==> src/rtl/regfile_scoreboard.sv <==
// Integer register file (2 read, 1 write-back) with per-register busy scoreboard,
// hazard stall and sticky write-back error. Optional same-cycle bypass: REGFILE_BYPASS_EN.
module regfile_scoreboard #(
  parameter int unsigned XLEN     = 32,
  parameter int unsigned NREG     = 32,
  parameter int unsigned AW       = 5,
  parameter int unsigned ZERO_REG = 1
) (
  input  logic            clk,
  input  logic            rst,
  input  logic [AW-1:0]   rs1_addr,
  input  logic [AW-1:0]   rs2_addr,
  input  logic            rs1_used,
  input  logic            rs2_used,
  output logic [XLEN-1:0] rs1_data,
  output logic [XLEN-1:0] rs2_data,
  input  logic            issue_valid,
  input  logic            issue_rd_en,
  input  logic [AW-1:0]   issue_rd,
  output logic            stall,
  input  logic            wb_valid,
  input  logic [AW-1:0]   wb_rd,
  input  logic [XLEN-1:0] wb_data,
  output logic [NREG-1:0] busy_vec,
  output logic            wb_err
);

  localparam bit ZeroEn = (ZERO_REG != 0);

  logic [XLEN-1:0] regs_q [NREG];
  logic [NREG-1:0] busy_q;
  logic [NREG-1:0] busy_d;
  logic [NREG-1:0] busy_eff;
  logic            wb_err_q;
  logic            wb_err_d;
  logic            wb_hit;
  logic            issue_set;
  logic            rs1_hz;
  logic            rs2_hz;
  logic            rd_hz;
  logic            stall_c;

  // A write-back to the hardwired zero register is a complete no-op.
  assign wb_hit = wb_valid & ~(ZeroEn & (wb_rd == '0));

  // Effective busy: a register being written back this cycle counts as free with bypass.
  always_comb begin
    busy_eff = busy_q;
`ifdef REGFILE_BYPASS_EN
    if (wb_hit) begin
      busy_eff[wb_rd] = 1'b0;
    end
`endif
  end

  function automatic logic [XLEN-1:0] read_port(input logic [AW-1:0] addr);
    logic [XLEN-1:0] val;
    val = regs_q[addr];
`ifdef REGFILE_BYPASS_EN
    if (wb_hit && (wb_rd == addr)) begin
      val = wb_data;
    end
`endif
    if (ZeroEn && (addr == '0)) begin
      val = '0;
    end
    return val;
  endfunction

  always_comb begin
    rs1_data = read_port(rs1_addr);
    rs2_data = read_port(rs2_addr);
  end

  // RAW on either source or WAW on the destination holds issue.
  always_comb begin
    rs1_hz  = rs1_used & busy_eff[rs1_addr];
    rs2_hz  = rs2_used & busy_eff[rs2_addr];
    rd_hz   = issue_rd_en & busy_eff[issue_rd];
    stall_c = issue_valid & (rs1_hz | rs2_hz | rd_hz);
  end

  assign issue_set = issue_valid & ~stall_c & issue_rd_en & ~(ZeroEn & (issue_rd == '0));

  // Scoreboard next state; an issue set is applied after the wb clear so set wins.
  always_comb begin
    busy_d   = busy_q;
    wb_err_d = wb_err_q;
    if (wb_hit) begin
      if (!busy_q[wb_rd]) begin
        wb_err_d = 1'b1;
      end
      busy_d[wb_rd] = 1'b0;
    end
    if (issue_set) begin
      busy_d[issue_rd] = 1'b1;
    end
  end

  always_ff @(posedge clk or posedge rst) begin
    if (rst) begin
      busy_q   <= '0;
      wb_err_q <= 1'b0;
    end else begin
      busy_q   <= busy_d;
      wb_err_q <= wb_err_d;
    end
  end

  always_ff @(posedge clk or posedge rst) begin
    if (rst) begin
      for (int i = 0; i < int'(NREG); i++) begin
        regs_q[i] <= '0;
      end
    end else if (wb_hit) begin
      regs_q[wb_rd] <= wb_data;
    end
  end

  assign stall    = stall_c;
  assign busy_vec = busy_q;
  assign wb_err   = wb_err_q;

endmodule

==> config.mk <==
export PLATFORM = sky130hd
export DESIGN_NAME = regfile_scoreboard
export DESIGN_NICKNAME = d
export VERILOG_FILES = /design/src/rtl/regfile_scoreboard.sv
export SDC_FILE = /design/constraint.sdc
export NUM_CORES = 2
export LEC_CHECK = 0
export BUFFER_PORTS_ARGS = -buffer_cell sky130_fd_sc_hd__clkbuf_2
export CORE_MARGIN = 2
export CORE_UTILIZATION = 50
export DETAILED_ROUTE_END_ITERATION = 8
export HOLD_SLACK_MARGIN = 0.15
export PLACE_DENSITY_LB_ADDON = 0.2
export SLEW_MARGIN = 40
export SYNTH_ARGS = -nofsm -noshare
export SYNTH_HDL_FRONTEND = slang
export SYNTH_SLANG_ARGS = --single-unit
==> constraint.sdc <==
create_clock -name clk -period 43.5 [get_ports clk]
set_input_delay 4.35 -clock clk [delete_from_list [all_inputs] [get_ports clk]]
set_output_delay 4.35 -clock clk [all_outputs]
set_load 0.02 [all_outputs]
==> metrics.cfg <==
[outcome]
status=finished, final reports clean

[drt]
vias=34200
drt_iter0_markers=3024
postRouteAntennaNets=0
wl_per_cell_um=33.2
avgViaCountPerCell=6.86
dr.pass1.iters=5
drt_wl_total_mm=166
drc=0

[synth]
syn_avg_cell_area_sq_um=16.4
synthTopCellsByArea=dfrtp_1 47%, mux4_2 27%, mux2_2 20%
synth_top_area_frac=0.467
synth.most_common_cell=dfrtp_1
synth_top_cell_by_area=dfrtp_1
ys_ff_latch=1057
synth_mux_area_frac=0.477
ys.flop_type=dfrtp_1
synth_cells=3464
yosys_warnings=0
synth_common_cells=1,057 x dfrtp_1, 995 x mux2_2, 668 x mux4_2
synth_xor_area_frac=0
seq_area_frac_synth=0.467
synth_compound_area_frac=0.0107
synthSimpleGateAreaFrac=0.0150
synth_cell_types=45
synth_top_family_by_area=multiplexers
synth_edf_count=0
async_flop_share=1.00
postSynthNetCount=3523
synth-adder-area-share=0
netlist_area_sq_um=56600

[clocking]
numCtsBuffers=115
cts_resized=0
cts.path.max_buffers=3
clkTransAtPathRegs_ns=0.06
hold_buffers=0
cts_root_buf=clkbuf_16
postCtsSetupRepairBufs=0
cts_tree=done
h-tree-depth=3
clock_latency_ns=0.68
cts_sinks=1057

[critical_path]
reg2reg_slack_ns=40.94
cp-end-kind=output port
cp.arrival_ns=8.46
cp.required_ns=39.15
cp_max_fo=59
cp-start-kind=input port
critical_path_class=in -> out

[floorplan]
dieArea_sq_um=116000
die_h_um=341
initial_core_util=0.504
rows=123
die_w_um=341
coreArea_sq_um=112000
ios=157

[global_routing]
grt_pass1_vias=36500
grt_start_max_net_pins=126
grt_pass1_wl_mm=248
grt.total_usage=0.290
antenna_found_initial=6
grt.overflow.total=0

[flow_run]
max-cap-violations=0

[timing]
worst_slack_ns=30.69
rsz0062_at_grt=no
final_hold_viol_count=0
max_slew_margin=0.415
worst_pin_slew_ns=0.877
final.setup.tns_ns=0
setup_viol=0
max_freq_ghz=0.0781
drv_slew=0
period_needed_ns=12.81
fin_worst_skew_ns=0.0107
min_period_over_period=0.294

[min_path]
hp-class=reg -> reg

[finish]
area_growth_pct=11.1
layout-drive-gt1-share=0.613
n_antenna_cell=0
nets=3459

[pwr]
pwr_density_cell_nw_per_um2=47.4
leakage_nw=27.0
vdd_drop_max_mv=0.0336
finalPower_mw=2.98

[placement]
io_buffer_count=156
dp.final_hpwl_mm=90.4
post-place-ws_ns=30.45
routabilityCongestion=0.861

## through the flow
stage	hold slack, ns	util	std cells	cell area, sq um
floorplan	0.441	-	3464	56600
global placement	0.376	0.519	4767	58400
detailed placement	0.382	0.523	4781	58800
CTS	0.398	0.559	4990	62900
global route	0.409	0.560	4992	63000
finish	0.395	0.560	4992	63000
## report_power, final
part	switching [mW]	leakage [nW]	internal, mW	total (mW)
logic	0.254	11.5	0.382	0.636
clock network	0.414	1.98	0.623	1.04
registers	0.140	13.6	1.17	1.31
## cells in the final DEF, fill, tap and decap left out, types with 21 or more instances in the layout
| cell | netlist | final |
|---|---|---|
| dfrtp_1 | 1057 | 1057 |
| clkbuf_1 | 253 | 22 |
| nand2_1 | 42 | 27 |
| mux4_2 | 668 | 668 |
| nand3_1 | 25 | 25 |
| buf_4 | 0 | 39 |
| nor2_1 | 82 | 69 |
| buf_6 | 4 | 21 |
| clkbuf_2 | 0 | 147 |
| mux2_2 | 995 | 995 |
| mux2i_1 | 69 | 69 |
| clkbuf_8 | 0 | 28 |
| clkbuf_16 | 0 | 117 |
## critical path, cell delays in order
cell      delay, ns
buf_8          0.09
buf_4          0.56
buf_12         0.47
buf_16         0.40
buf_6          0.64
mux4_2         0.60
mux4_2         0.48
mux2i_1        0.41
nor2_1         0.11
clkbuf_2       0.20
## flip-flops by register name (all words and copies together), names as in the netlist
name,flops
wb_err,1
regs_q,1024
busy_vec,32
## metal layers
metal  wire length, um  GRT usage  up-vias
met3             11300     0.0541      355
met4              6170      0.106        8
met5                55          0        -
met2             82300      0.476     1391
li1                  -          -    13400
met1             66100      0.389    19000
## final timing paths
kind,from,end,depth (start not counted)
setup / recovery,rs2_addr[0],rs2_data[3],10
hold / removal,regs_q[1017]$_DFFE_PP0P_,regs_q[1017]$_DFFE_PP0P_,0
setup reg to reg,busy_vec[28]$_DFF_PP0_,busy_vec[31]$_DFF_PP0_,6
hold reg to reg,regs_q[1017]$_DFFE_PP0P_,regs_q[1017]$_DFFE_PP0P_,0
max in group asynchronous,rst,regs_q[303]$_DFFE_PP0P_,6
min in group asynchronous,rst,regs_q[222]$_DFFE_PP0P_,2
## cells by family (layout without fill, tap and decap cells)
family | count (synthesis) | in the layout
AND/OR/NAND/NOR | 183 | 183
AO/OA/AOI/OAI | 72 | 72
multiplexers | 1735 | 1735
flip-flops | 1057 | 1057
buffers and inverters | 417 | 445
## area by class of cell
cell class / instances / area (sq um)
Sequential cell: 1057 / 26500
Timing Repair Buffer: 231 / 1760
Clock buffer: 167 / 3400
Inverter: 5 / 36.3
Fill cell: 8617 / 49500
Clock inverter: 42 / 644
Tap cell: 1500 / 1880
Multi-Input combinational cell: 1990 / 28800
Power figures use the tool's default switching activity.
